$ cat config.mk
export PLATFORM = sky130hd
export DESIGN_NAME = pipe_controller
export DESIGN_NICKNAME = d
export VERILOG_FILES = /design/src/rtl/pipe_controller.sv
export SDC_FILE = /design/constraint.sdc
export NUM_CORES = 1
export LEC_CHECK = 0
export BUFFER_PORTS_ARGS = -buffer_cell sky130_fd_sc_hd__buf_4
export CORE_ASPECT_RATIO = 1.25
export CORE_MARGIN = 10
export CORE_UTILIZATION = 46
export DETAILED_ROUTE_END_ITERATION = 8
export PLACE_DENSITY = 0.78
export SYNTH_ARGS = -nofsm -noshare
export SYNTH_HDL_FRONTEND = slang
export SYNTH_SLANG_ARGS = --single-unit
$ cat constraint.sdc
create_clock -name clk -period 1.1 [get_ports clk]
set_input_delay 0.11 -clock clk [delete_from_list [all_inputs] [get_ports clk]]
set_output_delay 0.11 -clock clk [all_outputs]
set_load 0.005 [all_outputs]
$ cat src/rtl/pipe_controller.sv
// Pipelined RV32 control unit: combinational Decode, then Execute/Memory/Writeback
// control registers with an Execute-stage stall (bubble into Memory) and flush.
module pipe_controller #(
  parameter int unsigned ALUW = 4,
  parameter bit          EXT  = 1'b1
) (
  input  logic            clk,
  input  logic            reset,
  input  logic [6:0]      opD,
  input  logic [2:0]      funct3D,
  input  logic            funct7b5D,
  output logic [2:0]      ImmSrcD,
  output logic            IllegalD,
  input  logic            StallE,
  input  logic            FlushE,
  input  logic            ZeroE,
  input  logic            LtE,
  input  logic            LtuE,
  output logic            PCSrcE,
  output logic            PCTargetSrcE,
  output logic [ALUW-1:0] ALUControlE,
  output logic [1:0]      ALUSrcAE,
  output logic            ALUSrcBE,
  output logic            ResultSrcEb0,
  output logic            IllegalE,
  output logic            MemWriteM,
  output logic            RegWriteM,
  output logic [2:0]      Funct3M,
  output logic            RegWriteW,
  output logic [1:0]      ResultSrcW
);
  typedef enum logic [6:0] {
    OP_BUBBLE = 7'b0000000,
    OP_LOAD   = 7'b0000011,
    OP_STORE  = 7'b0100011,
    OP_RTYPE  = 7'b0110011,
    OP_BRANCH = 7'b1100011,
    OP_IALU   = 7'b0010011,
    OP_JAL    = 7'b1101111,
    OP_JALR   = 7'b1100111,
    OP_LUI    = 7'b0110111,
    OP_AUIPC  = 7'b0010111
  } opcode_e;

  typedef enum logic [3:0] {
    ALU_ADD = 4'd0, ALU_SUB = 4'd1, ALU_AND = 4'd2, ALU_OR  = 4'd3, ALU_XOR = 4'd4,
    ALU_SLT = 4'd5, ALU_SLTU = 4'd6, ALU_SLL = 4'd7, ALU_SRL = 4'd8, ALU_SRA = 4'd9
  } aluop_e;

  typedef enum logic [2:0] {IMM_I, IMM_S, IMM_B, IMM_J, IMM_U} immsrc_e;
  typedef enum logic [1:0] {RES_ALU, RES_MEM, RES_PC4} result_e;
  typedef enum logic [1:0] {SRCA_RS1, SRCA_ZERO, SRCA_PC} srca_e;

  typedef struct packed {
    logic            regWrite;
    logic [1:0]      resultSrc;
    logic            memWrite;
    logic            jump;
    logic            branch;
    logic [2:0]      funct3;
    logic [ALUW-1:0] aluControl;
    logic [1:0]      aluSrcA;
    logic            aluSrcB;
    logic            pcTargetSrc;
    logic            illegal;
  } ctlE_t;

  typedef struct packed {
    logic       regWrite;
    logic [1:0] resultSrc;
    logic       memWrite;
    logic [2:0] funct3;
  } ctlM_t;

  ctlE_t      ctlD, ctlE;
  ctlM_t      ctlM, ctlEtoM;
  logic [3:0] functAlu, branchAlu, aluD;
  logic       functExtOnly, illD, takenE;
  logic [2:0] immD;

  // Shared R/I funct decode; sub needs opD[5] so I-type never becomes sub.
  always_comb begin
    functAlu     = ALU_ADD;
    functExtOnly = 1'b0;
    case (funct3D)
      3'b000: functAlu = (opD[5] && funct7b5D) ? ALU_SUB : ALU_ADD;
      3'b001: begin functAlu = ALU_SLL;  functExtOnly = 1'b1; end
      3'b010: functAlu = ALU_SLT;
      3'b011: begin functAlu = ALU_SLTU; functExtOnly = 1'b1; end
      3'b100: functAlu = ALU_XOR;
      3'b101: begin functAlu = funct7b5D ? ALU_SRA : ALU_SRL; functExtOnly = 1'b1; end
      3'b110: functAlu = ALU_OR;
      default: functAlu = ALU_AND;
    endcase
  end

  always_comb begin
    case (funct3D[2:1])
      2'b10:   branchAlu = ALU_SLT;
      2'b11:   branchAlu = ALU_SLTU;
      default: branchAlu = ALU_SUB;
    endcase
  end

  always_comb begin
    ctlD        = '0;
    immD        = IMM_I;
    illD        = 1'b0;
    aluD        = ALU_ADD;
    ctlD.funct3 = funct3D;
    case (opD)
      OP_LOAD: begin
        ctlD.regWrite  = 1'b1;
        ctlD.aluSrcB   = 1'b1;
        ctlD.resultSrc = RES_MEM;
      end
      OP_STORE: begin
        immD          = IMM_S;
        ctlD.aluSrcB  = 1'b1;
        ctlD.memWrite = 1'b1;
      end
      OP_RTYPE: begin
        ctlD.regWrite = 1'b1;
        aluD          = functAlu;
        illD          = !EXT && functExtOnly;
      end
      OP_BRANCH: begin
        immD        = IMM_B;
        ctlD.branch = 1'b1;
        aluD        = branchAlu;
        illD        = (funct3D[2:1] == 2'b01) || (!EXT && funct3D != 3'b000);
      end
      OP_IALU: begin
        ctlD.regWrite = 1'b1;
        ctlD.aluSrcB  = 1'b1;
        aluD          = functAlu;
        illD          = !EXT && functExtOnly;
      end
      OP_JAL: begin
        immD           = IMM_J;
        ctlD.regWrite  = 1'b1;
        ctlD.jump      = 1'b1;
        ctlD.resultSrc = RES_PC4;
      end
      OP_JALR: begin
        ctlD.regWrite    = 1'b1;
        ctlD.aluSrcB     = 1'b1;
        ctlD.jump        = 1'b1;
        ctlD.pcTargetSrc = 1'b1;
        ctlD.resultSrc   = RES_PC4;
        illD             = !EXT || funct3D != 3'b000;
      end
      OP_LUI: begin
        immD          = IMM_U;
        ctlD.regWrite = 1'b1;
        ctlD.aluSrcA  = SRCA_ZERO;
        ctlD.aluSrcB  = 1'b1;
      end
      OP_AUIPC: begin
        immD          = IMM_U;
        ctlD.regWrite = 1'b1;
        ctlD.aluSrcA  = SRCA_PC;
        ctlD.aluSrcB  = 1'b1;
        illD          = !EXT;
      end
      OP_BUBBLE: ctlD.funct3 = '0;
      default:   illD = 1'b1;
    endcase
    ctlD.aluControl = ALUW'(aluD);
    if (illD) begin
      ctlD         = '0;
      ctlD.illegal = 1'b1;
      immD         = IMM_I;
    end
  end

  assign ImmSrcD  = immD;
  assign IllegalD = illD;
  assign ctlEtoM  = {ctlE.regWrite, ctlE.resultSrc, ctlE.memWrite, ctlE.funct3};

  // Flush outranks stall, so a flush still lets M take the old E entry.
  always_ff @(posedge clk or posedge reset) begin
    if (reset) begin
      ctlE       <= '0;
      ctlM       <= '0;
      RegWriteW  <= 1'b0;
      ResultSrcW <= '0;
    end else begin
      if (FlushE) begin
        ctlE <= '0;
        ctlM <= ctlEtoM;
      end else if (StallE) begin
        ctlM <= '0;
      end else begin
        ctlE <= ctlD;
        ctlM <= ctlEtoM;
      end
      RegWriteW  <= ctlM.regWrite;
      ResultSrcW <= ctlM.resultSrc;
    end
  end

  always_comb begin
    case (ctlE.funct3)
      3'b000:  takenE = ZeroE;
      3'b001:  takenE = !ZeroE;
      3'b100:  takenE = LtE;
      3'b101:  takenE = !LtE;
      3'b110:  takenE = LtuE;
      3'b111:  takenE = !LtuE;
      default: takenE = 1'b0;
    endcase
  end

  assign PCSrcE       = ctlE.jump | (ctlE.branch & takenE);
  assign PCTargetSrcE = ctlE.pcTargetSrc;
  assign ALUControlE  = ctlE.aluControl;
  assign ALUSrcAE     = ctlE.aluSrcA;
  assign ALUSrcBE     = ctlE.aluSrcB;
  assign ResultSrcEb0 = ctlE.resultSrc[0];
  assign IllegalE     = ctlE.illegal;
  assign MemWriteM    = ctlM.memWrite;
  assign RegWriteM    = ctlM.regWrite;
  assign Funct3M      = ctlM.funct3;
endmodule

* Word-level counts from Yosys, hierarchy flattened
Index checks and enable logic that the tools add are counted.
** Cells by class
- Equality and inequality tests :: 24
- Multiplexer cells :: 23
- Bitwise gates (word level) :: 2
- Reductions and logical operators :: 14
** Operator list (number)
- 18-bit 2-to-1 mux :: 3
- 4-bit case mux with 7 select lines :: 1
- 3-bit == test, second input constant :: 7
- 7-bit by 6-bit == test with 1-bit output, second input constant :: 3
- 7-bit == test, second input constant :: 3
- 7-bit by 5-bit == test with 1-bit output, second input constant :: 2
- 7-bit 2-to-1 mux :: 2
- 3-bit case mux with 4 select lines :: 1
- 1-bit 2-to-1 mux :: 8
- 2-bit case mux with 2 select lines :: 2
- 4-bit case mux with 2 select lines :: 1
- 8-bit OR reduction :: 1
- 7-bit by 2-bit == test with 1-bit output, second input constant :: 1
- 7-bit zero test :: 1
- 7-bit OR reduction :: 1
- 3-bit by 1-bit == test with 1-bit output, second input constant :: 2
- 3-bit by 2-bit == test with 1-bit output, second input constant :: 2
- 3-bit zero test :: 2
- 3-bit 2-to-1 mux :: 2
- 1-bit case mux with 6 select lines :: 1
- 3-bit case mux with 2 select lines :: 1
- 2-bit OR reduction :: 3
- 6-bit OR reduction :: 1
- 2-bit == test, second input constant :: 2
- 8 further kinds :: 10
** Storage, ports and cells
- Bits in registers :: 28
- Input bits :: 18
- Output and inout port bits :: 23
- Word-level logic and storage cells :: 80

* Depth between registers and ports, before layout
Gate-level depths: netlist of run 1.
- Word-level depth :: 7
- Gate-level depth with buffers :: 7
- Mapped depth without buffers :: 5

* Least setup slack after synthesis of run 1
OpenSTA, ideal clock, no wires.
- Path kind :: input-to-reg
- From :: input port opD[4]
- To :: register ctlE[9] in the netlist's numbering
- Library setup time :: 0.122 ns
- Data arrival time :: 1.412 ns
- Required time :: 0.978 ns
- Setup slack :: -0.433 ns
- Stages :: 7
- Path buffers :: 2
- Path through :: buf_6 nand3b_2 o22ai_2 o41ai_4 nor3_4 buf_6 a32o_1
** On the way
- Word-level cells in the longest chain between the ends :: 6
- Elaborated cells between the ends (all ways) :: 16
- Those cells by class :: 9 x eq/ne; 5 x mux; 2 x reduce/logical
** RTL lines
- start, declared :: RTL line 9 : input logic [6:0] opD,
- 7-bit by 5-bit == test with 1-bit output (tied with other cells) :: RTL line 111 : case (opD)
- 8-bit OR reduction (no source line)
- 1-bit case mux with 3 select lines (*) :: RTL line 111
- net IllegalD :: RTL line 13 : output logic IllegalD,
- 18-bit 2-to-1 mux (*) :: RTL line 170 : if (illD) begin
- 18-bit 2-to-1 mux (*) :: RTL line 192 : end else if (StallE) begin
- 18-bit 2-to-1 mux (*) :: RTL line 189 : if (FlushE) begin
- end signal, assigned :: RTL line 195 : ctlE <= ctlD;
- end, declared :: RTL line 75 : ctlE_t ctlD, ctlE;
Mark *: on every way through the listed nets, which the timed path passes. The rest lies on a longest branch. The select of a mux whose other input is x is not followed.
A chain may end at the register's enable or synchronous reset.

* Worst setup path after layout of run 1
- From :: register ctlE[11] in the netlist's numbering
- To :: output port PCSrcE
** On the way
- Word-level cells in the longest chain between the ends :: 4
- Elaborated cells between the ends (all ways) :: 9
- Those cells by class :: 5 x eq/ne; 1 x mux; 2 x bitwise; 1 x reduce/logical
** RTL lines
- 3-bit == test (tied with other cells) :: RTL line 204 : case (ctlE.funct3)
- 1-bit case mux with 6 select lines (*) :: RTL line 204
- 1-bit AND (*) :: RTL line 215 : assign PCSrcE = ctlE.jump | (ctlE.branch & takenE);
- 1-bit bitwise OR (*) :: RTL line 215
- end, declared :: RTL line 19 : output logic PCSrcE,
Every way passes the cells marked *; elsewhere a longest branch is shown, timed or not.

==> metrics, run 1 <==
Slew Viols, Final=0; vias in the first global route=1445; grt ovf=0; vias=~1.4k; Clk pwr share=~23%; Pre-Repair DR Iteration Count=4; Leak=around 0.0011 uW; H-tree Lvls=1; Peak Freq=631 MHz; commonest non-fill, non-tap cell in the layout=buf_4; met1 WL=1.58 mm; hold crit path type=input pin to flip-flop; Pwr Density=between 800 and 900 nW/um2; TritonCTS clock tree=done; sequential element share of the synthesized area=~48%; met2 wire len=2.45 mm; CP endpoint kind=output port; Comb pwr share=between 20% and 30%; status=finished, violations left; Clk Latency, worst-skew pair=0.31 ns; die span in y=81.8 um; Worst slew margin=77.8%; drt initial violations=78; Worst VDD drop=0.516 mV; final instance area=2220 um2; Core Area=2950 um2; Synthesis Warnings=0; gate count of the mapped netlist=129; largest net degree at the start of global routing=28; highest metal used=met4; DIE WIDTH=69.4 um; met3 routed WL=281 um; via/cell ratio=5.77; syn_area_per_cell=roughly 11 um2; first-pass GRT wire length=approximately 7 mm; number of buffers created by CTS=3; fin util=75.5%; DRC viols=0; crit path kind=flip-flop to output port; Internal Power=1330 uW; Final Net Count=about 220; ratio of final minimum period to clock period=144%; Sw Share=25.9%; placed inst area=about 1900 um2; Routed WL=4.52 mm; violated checks=negative setup slack; Clock Root Buffer=clkbuf_4; Final min period=1.59 ns; synthesis-to-finish area growth=58.3%; GPL Wtd Cong=0.883; row count=22; Worst setup SP type=flip-flop; Worst EP arrival=~1.5 ns; Psw=466 uW; Crit Path Max Fanout=2; GR Util All Layers=approximately 15%; drt wl/cell=18.7 um; number of diodes=0; post-synthesis cell type count=39; Critical Path RT=0.99 ns; WHS=0.0599 ns; Port Buffer Count=40; clk buf depth=2; most frequent cells in the layout=buf_4, dfrtp_1, buf_6, nor2b_1; die area=5680 um2; syn_nets=~150; post-DP HPWL=2.99 mm; setup tns final=-3.10 ns; Worst-Margin Slew=about 0.33 ns; Initial Util=a little under half; unrepaired setup endpoints after global routing=yes; reg-to-reg setup timing slack=0.21 ns; antenna violations before repair=0; share of cells above drive strength 1=52.7%; antenna-violating nets left=0; Ports=between 40 and 50; CTS sink count=27; post-synthesis register bit count=27; max-cap violations=0; Cell Area, Synth=1410 um2; final hold vios=0; Finish-stage setup viols=19; clk slew on worst S/H paths=around 0.14 ns; worst clock skew=0.000903 ns; sequential share of power=55.8%; worst setup margin=-0.486 ns
==> area by class of cell <==
class / instances / area (um2)
Inverter: 3 / 11.3
Clock buffer: 3 / 22.5
Tap cell: 36 / 45.0
Clock inverter: 1 / 5.00
Multi-Input combinational cell: 83 / 701
Timing Repair Buffer: 88 / 764
Fill cell: 182 / 721
Sequential cell: 27 / 676
==> critical path, stage by stage (launching register included) <==
cell	delay [ns]
dfrtp_1	0.40
mux2i_2	0.24
xor2_1	0.17
o21ai_1	0.08
a21o_1	0.16
buf_6	0.11
==> worst paths after layout <==
kind | cells after the start | start | endpoint
setup / recovery | 5 | ctlE[11]$_DFFE_PP0P_ | PCSrcE
hold / removal | 2 | StallE | ctlE[17]$_DFFE_PP0P_
setup reg to reg | 2 | ctlE[11]$_DFFE_PP0P_ | ctlE[11]$_DFFE_PP0P_
hold reg to reg | 0 | ctlM[5]$_DFF_PP0_ | ResultSrcW[1]$_DFF_PP0_
max in group asynchronous | 4 | reset | Funct3M[0]$_DFF_PP0_
min in group asynchronous | 4 | reset | ResultSrcW[0]$_DFF_PP0_
==> Yosys cell counts <==
library cell   n  area (um2)
a211o_1        1        8.76
a21boi_0       1        7.51
a21o_1         1        7.51
a21oi_1        4        20.0
a22o_1         6        52.6
a22oi_1        1        7.51
a31oi_1        2        12.5
a32o_1         9        90.1
and2b_1        1        7.51
and3_1         1        6.26
and3b_1        1        8.76
buf_2          1        5.00
buf_4          9        67.6
buf_6          2        22.5
clkbuf_1       4        15.0
dfrtp_1       27         676
inv_1          3        11.3
mux2i_1        2        20.0
nand2_1        5        18.8
nand2b_1       2        12.5
nand3_1        5        25.0
nand3b_1       2        15.0
nand3b_2       2        22.5
nor2_1        10        37.5
nor2b_1        9        56.3
nor3_1         1        5.00
nor3_2         2        20.0
nor3_4         1        16.3
nor3b_1        1        7.51
o21ai_0        2        10.0
o21bai_1       2        15.0
o221ai_1       1        8.76
o22ai_2        1        12.5
o311ai_0       1        8.76
o41ai_1        1        8.76
o41ai_4        1        27.5
or2b_1         1        7.51
or3_1          1        6.26
xor2_1         2        17.5
==> cell families after synthesis <==
kind of cell    after synthesis  synth area share, %
simple gates                 45                 19.4
compound gates               34                 21.2
flops                        27                 48.1
buf+inv                      19                 8.64
xor+xnor                      2                 1.25
mux                           2                 1.42
==> power by group through the flow <==
| stage | combinational (uW) | clock (uW) | sequential, uW |
|---|---|---|---|
| CTS | 341 | 418 | 1000 |
| global route | 406 | 482 | 1000 |
| finish | 378 | 417 | 1000 |
| floorplan | 133 | 0 | 1020 |
| global placement | 286 | 0 | 1020 |
| detailed placement | 296 | 0 | 1020 |
==> per-layer routing <==
| layer | vias to the layer above | GRT usage (%) |
|---|---|---|
| met5 | - | 0 |
| li1 | 618 | - |
| met2 | 71 | 27.7 |
| met4 | 0 | 5.85 |
| met3 | 18 | 3.26 |
| met1 | 683 | 15.8 |
==> per-stage QoR <==
step | setup WS (ns) | instances | total power (uW)
5_1_grt | -0.558 | 241 | 1890
4_1_cts | -0.508 | 237 | 1760
2_1_floorplan | -0.376 | 129 | 1150
6_report | -0.486 | 241 | 1800
3_5_place_dp | -0.546 | 220 | 1320
3_3_place_gp | -0.490 | 220 | 1310
==> flip-flops by register name, indices dropped and copies added (netlist names), 2 cells and up <==
| signal | flops |
|---|---|
| Funct3M | 3 |
| ctlM | 2 |
| ctlE | 7 |
| ResultSrcW | 2 |
| ALUSrcAE | 2 |
| ALUControlE | 4 |
==> repair_timing <==
| action | in CTS | in global routing |
|---|---|---|
| pin swaps | 10 | 15 |
| hold buffers | 2 | 1 |
| endpoints found under the setup margin | 18 | 19 |
| gates resized for setup | 21 | 14 |
| setup buffers | 11 | 2 |
| hold endpoints to repair | 28 | 3 |
| gates cloned | 0 | 1 |
Power figures use the tool's default switching activity.
==> run 2, diff against run 1 <==
--- a/config.mk
+++ b/config.mk
@@ -10,7 +10,9 @@
 export CORE_MARGIN = 10
 export CORE_UTILIZATION = 46
 export DETAILED_ROUTE_END_ITERATION = 8
+export MAX_ROUTING_LAYER = met4
 export PLACE_DENSITY = 0.78
+export RECOVER_POWER = 50
 export SYNTH_ARGS = -nofsm -noshare
 export SYNTH_HDL_FRONTEND = slang
 export SYNTH_SLANG_ARGS = --single-unit
==> run 2 against run 1 <==
Compared with the run above:
- the flow still finishes with violations (negative setup slack)
- non-clock buffer count decreased by 4
- cell count decreased by 1.7%
- via count decreased by 9.1%
- die area unchanged
- critical path type unchanged
==> metrics, run 2 (synthesis gave the netlist of run 1 again) <==
GR Util All Layers=14.4% (-0.33 points); Slew Viols, Final=0 (unchanged); max-cap violations=0 (unchanged); max incr delay on CP=0.39 ns (about the same); Crit Path Max Fanout=2 (unchanged); Clk Latency, worst-skew pair=0.31 ns (about the same); DIE WIDTH=69.4 um (unchanged); violated checks=negative setup slack; drt initial violations=43 (-45%); TritonCTS clock tree=done; die span in y=81.8 um (unchanged); Peak Freq=641 MHz (+1.6%); worst clock skew=0.00114 ns (+0.000235 ns); Reg2Reg Launch Point=ctlE[11]$_DFFE_PP0P_; Routed WL=3.99 mm (-12%); grt ovf=0 (unchanged); synthesis-to-finish area growth=52.8%; largest net degree at the start of global routing=28 (unchanged); reg-to-reg setup timing slack=0.12 ns (-0.09 ns); Worst-Margin Slew=0.644 ns (+0.312 ns); placed inst area=1900 um2 (-0.79%); status=finished, violations left; number of buffers created by CTS=3 (unchanged); CTS sink count=27 (unchanged); final instance area=2150 um2 (-3.5%); reg-to-reg endpoint=ctlE[11]$_DFFE_PP0P_; post-DP HPWL=2.92 mm (-2.4%); worst setup path endpoint=PCSrcE; Clock Root Buffer=clkbuf_4; CP Cell Sequence=mux2i_1 > xor2_1 > o21ai_1 > a21o_1 > buf_6; Worst Setup SP=ctlE[11]$_DFFE_PP0P_; vias=1264 (-9.1%); Final min period=1.56 ns (-0.0246 ns); crit path kind=flip-flop to output port; Reg2Reg Depth=3 (+1); share of cells above drive strength 1=49.3% (-3.4 points); final hold vios=0 (unchanged); vias in the first global route=1407 (-2.6%); Largest register FFs=7 (unchanged); Critical Path RT=0.99 ns (about the same); hold crit path type=input pin to flip-flop; non-filler cells, final=237 (-1.7%); commonest non-fill, non-tap cell in the layout=buf_4; Core Area=2950 um2 (unchanged); GPL Wtd Cong=0.869 (-1.6%); number of diodes=0 (unchanged); H-tree Lvls=1 (unchanged); Worst setup SP type=flip-flop; Worst slew margin=57.0% (-21 points); Biggest register=ctlE; delay-heaviest family, CP=flip-flops; clk buf depth=2 (unchanged); ratio of final minimum period to clock period=142% (-2.2 points); Ports=41 (unchanged); CP Depth=5 (unchanged); die area=5680 um2 (unchanged); fin util=72.9% (-2.6 points); CP endpoint kind=output port; Pre-Repair DR Iteration Count=4 (unchanged); most frequent cells in the layout=buf_4, dfrtp_1, buf_6; Critical-path top delay cell=dfrtp_1; DP Cell Count=218 (-0.91%); WHS=0.0671 ns (+0.00719 ns); row count=22 (unchanged); drt wl/cell=16.8 um (-10%); Initial Util=47.7% (unchanged); Final Net Count=220 (-1.8%); first-pass GRT wire length=6.60 mm (-5.8%); Worst EP arrival=1.45 ns (-0.03 ns); worst setup margin=-0.461 ns (+0.0246 ns); antenna-violating nets left=0 (unchanged); DRC viols=0 (unchanged); Pwr Density=816 nW/um2 (+1.1%); worst path bufs/invs=1 (unchanged); via/cell ratio=5.33 (-7.5%); Finish-stage setup viols=18 (-1); Port Buffer Count=40 (unchanged); antenna violations before repair=0 (unchanged); Leak=0.00110 uW (-2.5%); clk slew on worst S/H paths=0.14 ns (about the same); fillers=207 (+14%); unrepaired setup endpoints after global routing=yes; Worst VDD drop=0.573 mV (+11%)
==> run 2: cell types whose count changed in the layout (fill, tap and decap cells not counted), sizes merged <==
cell    delta
clkbuf     +2
buf        -6
==> run 2: how the worst min path moves through the flow <==
stage / startpoint / endpoint / slack, ns / cells past startpoint
floorplan: reset / ALUControlE[0]$_DFFE_PP0P_ / 0.16 / 1
global placement: reset / ResultSrcW[0]$_DFF_PP0_ / 0.19 / 3
detailed placement: reset / MemWriteM$_DFF_PP0_ / 0.20 / 3
CTS: FlushE / ctlE[17]$_DFFE_PP0P_ / 0.003 / 2
global route: StallE / ctlE[17]$_DFFE_PP0P_ / 0.03 / 2
finish: StallE / ctlE[17]$_DFFE_PP0P_ / 0.07 / 2
==> run 2: routing by layer <==
layer | vias to the layer above | global-route usage [%] | routed length [um]
li1 | 610 | - | -
met1 | 612 | 14.7 | 1530
met2 | 35 | 27.4 | 2250
met3 | 7 | 2.90 | 157
met4 | 0 | 4.23 | 46
met5 | - | - | 0
==> run 2: area by class of cell <==
type | count | area (um2) | share of cell area [%]
clock buffer | 3 | 22.5 | 1.05
sequential | 27 | 676 | 31.5
clock inverter | 1 | 5.00 | 0.233
inverter | 3 | 11.3 | 0.524
multi-input combinational | 83 | 691 | 32.2
tap | 36 | 45.0 | 2.10
timing repair buffer | 84 | 697 | 32.5
==> run 2: timing repair <==
item,CTS,global route
resized for setup,18,6
setup endpoints to repair,18,18
cloned,0,1
hold buffers,2,1
pin swaps,12,10
buffers inserted,10,1
hold endpoints to repair,30,1
==> run 2: metrics by stage <==
step | TNS (ns) | power (uW) | worst slack [ns]
floorplan | -4.79 | 1150 | -0.376
detailed placement | -8.37 | 1310 | -0.538
CTS | -2.52 | 1760 | -0.500
global placement | -7.91 | 1300 | -0.513
finish | -2.33 | 1750 | -0.461
global route | -2.84 | 1870 | -0.590
==> run 2: report_power, final <==
group          internal, uW  switching [uW]
logic                   177             165
registers               999            3.45
clock network           136             273
==> run 3, diff against run 2 <==
--- a/config.mk
+++ b/config.mk
@@ -8,10 +8,10 @@
 export BUFFER_PORTS_ARGS = -buffer_cell sky130_fd_sc_hd__buf_4
 export CORE_ASPECT_RATIO = 1.25
 export CORE_MARGIN = 10
-export CORE_UTILIZATION = 46
+export CORE_UTILIZATION = 44
 export DETAILED_ROUTE_END_ITERATION = 8
 export MAX_ROUTING_LAYER = met4
-export PLACE_DENSITY = 0.78
+export PLACE_DENSITY = 0.75
 export RECOVER_POWER = 50
 export SYNTH_ARGS = -nofsm -noshare
 export SYNTH_HDL_FRONTEND = slang
==> run 3 against run 2 <==
Compared with the run above:
- the run still ends with negative setup slack left
- worst setup slack worse by 0.021 ns
- register-to-register slack improved by 0.09 ns
- sequential power about the same
- worst hold slack lost 0.023 ns
- count of clock-buffer cells in the layout is the same
- die area up 3.3%
- flip-flop and latch count did not move
- routed wire length decreased by 1.1%
- sequential share of layout area increased by 0.48 points
- non-clock buffer count shrank 8
- clock power up 6.1%
- via count down 0.71%
- critical endpoint unchanged
==> metrics, run 3 (synthesis gave the netlist of run 1 again) <==
Critical Path RT=0.99 ns (about the same); GPL Wtd Cong=0.818 (-5.9%); crit path kind=flip-flop to output port; via/cell ratio=5.48 (+2.8%); fillers=220 (+6.3%); Peak Freq=632 MHz (-1.3%); H-tree Lvls=1 (unchanged); vias=1255 (-0.71%); CP Cell Sequence=mux2i_1 > xor2_1 > o21ai_1 > a21o_1 > buf_6; delay-heaviest family, CP=flip-flops; Comb pwr share=19.2% (-0.3 points); clk buf depth=2 (unchanged); final hold vios=0 (unchanged); Ports=41 (unchanged); Pre-Repair DR Iteration Count=4 (unchanged); Leak=0.00107 uW (-2.7%); max incr delay on CP=0.39 ns (about the same); antenna-violating nets left=0 (unchanged); CP Depth=5 (unchanged); final instance area=2110 um2 (-1.5%); drt initial violations=41 (-4.7%); Reg2Reg Launch Point=ctlE[9]$_DFFE_PP0P_; Worst slew margin=57.7% (+0.62 points); max-cap violations=0 (unchanged); Internal Power=1310 uW (-0.10%); synthesis-to-finish area growth=50.5%; Core Area=3000 um2 (+1.9%); number of diodes=0 (unchanged); worst hold start=StallE; worst setup margin=-0.482 ns (-0.0209 ns); end of the worst hold path=ctlE[17]$_DFFE_PP0P_; GR Util All Layers=13.7% (-0.71 points); Port Buffer Count=40 (unchanged); Clk pwr share=24.4% (+1.1 points); Initial Util=46.8% (-0.88 points); vias in the first global route=1372 (-2.5%); Biggest register=ctlE; reg-to-reg setup timing slack=0.21 ns (+0.09 ns); number of buffers created by CTS=3 (unchanged); fin util=70.5% (-2.4 points); Reg2Reg Depth=2 (-1); Critical-path top delay cell=dfrtp_1; placed inst area=1870 um2 (-1.3%); DIE WIDTH=70.5 um (+1.6%); sequential share of power=56.4% (-0.8 points); antenna violations before repair=0 (unchanged); share of cells above drive strength 1=47.7% (-1.6 points); reg-to-reg endpoint=ctlE[9]$_DFFE_PP0P_; Finish-stage setup viols=17 (-1); worst clock skew=0.00121 ns (+0.0000708 ns); ratio of final minimum period to clock period=144% (+1.9 points); Clk Latency, worst-skew pair=0.33 ns (+0.02 ns); Worst EP arrival=1.47 ns (+0.02 ns); CTS sink count=27 (unchanged); WHS Path Cells=2 (unchanged); Routed WL=3.94 mm (-1.1%); Sw Share=26.2% (+1.0 points); grt ovf=0 (unchanged); setup tns final=-2.84 ns (-0.514 ns); Psw=466 uW (+5.5%); Final Net Count=212 (-3.6%); row count=22 (unchanged); largest net degree at the start of global routing=28 (unchanged); most frequent cells in the layout=buf_4, dfrtp_1, nor2b_1, a32o_1; first-pass GRT wire length=6.53 mm (-0.94%); Final min period=1.58 ns (+0.0209 ns); Largest register FFs=7 (unchanged); Clock Root Buffer=clkbuf_4; post-DP HPWL=2.81 mm (-3.8%); CP endpoint kind=output port; DRC viols=0 (unchanged); DP Cell Count=213 (-2.3%); clk slew on worst S/H paths=0.14 ns (about the same); worst path bufs/invs=1 (unchanged); hold crit path type=input pin to flip-flop; Crit Path Max Fanout=2 (unchanged); drt wl/cell=17.2 um (+2.4%); Tot Pwr=1780 uW (+1.3%); Pwr Density=840 nW/um2 (+2.9%); commonest non-fill, non-tap cell in the layout=buf_4; Worst-Margin Slew=0.635 ns (-0.00926 ns); Worst VDD drop=0.574 mV (+0.11%); Slew Viols, Final=0 (unchanged); status=finished, violations left; die area=5870 um2 (+3.3%); TritonCTS clock tree=done; violated checks=negative setup slack; Worst setup SP type=flip-flop; die span in y=83.2 um (+1.7%); unrepaired setup endpoints after global routing=yes; non-filler cells, final=229 (-3.4%)
run 3: cell types whose count changed in the layout (fill, tap and decap cells not counted), sizes merged:
| cell | change |
|---|---|
| buf | -8 |
run 3: worst max-delay path by stage:
stage,start,to,slack [ns]
finish,ctlE[11]$_DFFE_PP0P_,PCSrcE,-0.48
global route,ctlE[11]$_DFFE_PP0P_,PCSrcE,-0.55
CTS,ctlE[11]$_DFFE_PP0P_,PCSrcE,-0.50
detailed placement,opD[0],ctlE[9]$_DFFE_PP0P_,-0.52
global placement,opD[3],ctlE[10]$_DFFE_PP0P_,-0.46
floorplan,opD[4],ALUControlE[2]$_DFFE_PP0P_,-0.38
run 3: power groups by stage:
stage,sequential [uW],clock [uW],combinational [uW]
floorplan,1020,0,133
global placement,1020,0,278
detailed placement,1020,0,285
CTS,1000,433,332
global route,1000,476,368
finish,1000,434,340
run 3: per-stage QoR:
| stage | setup WS [ns] | hold slack, ns |
|---|---|---|
| after floorplan | -0.376 | 0.163 |
| after global placement | -0.461 | 0.188 |
| after detailed placement | -0.518 | 0.192 |
| after CTS | -0.504 | 0.0328 |
| after global routing | -0.551 | 0.0310 |
| final | -0.482 | 0.0440 |
run 3: cell type report:
cell class / instances / area (um2) / area share, %
clock inverter: 1 / 5.00 / 0.237
sequential: 27 / 676 / 32.0
tap: 36 / 45.0 / 2.13
multi-input combinational: 83 / 697 / 33.0
timing repair buffer: 76 / 658 / 31.1
clock buffer: 3 / 22.5 / 1.07
inverter: 3 / 11.3 / 0.533
run 3: timing repair:
item	in CTS	in global routing
buffers inserted	9	1
endpoints found under the setup margin	18	20
hold buffers	3	0
resized for setup	19	5
pin swaps	16	6
hold endpoints to repair	30	0
run 3: routing by layer:
metal / GRT usage [%] / vias to the layer above / share of wire (%)
met1: 14.3 / 602 / 40
li1: - / 597 / -
met3: 2.14 / 7 / 4.3
met5: - / - / 0
met4: 7.56 / 0 / 2.2
met2: 23.8 / 49 / 54
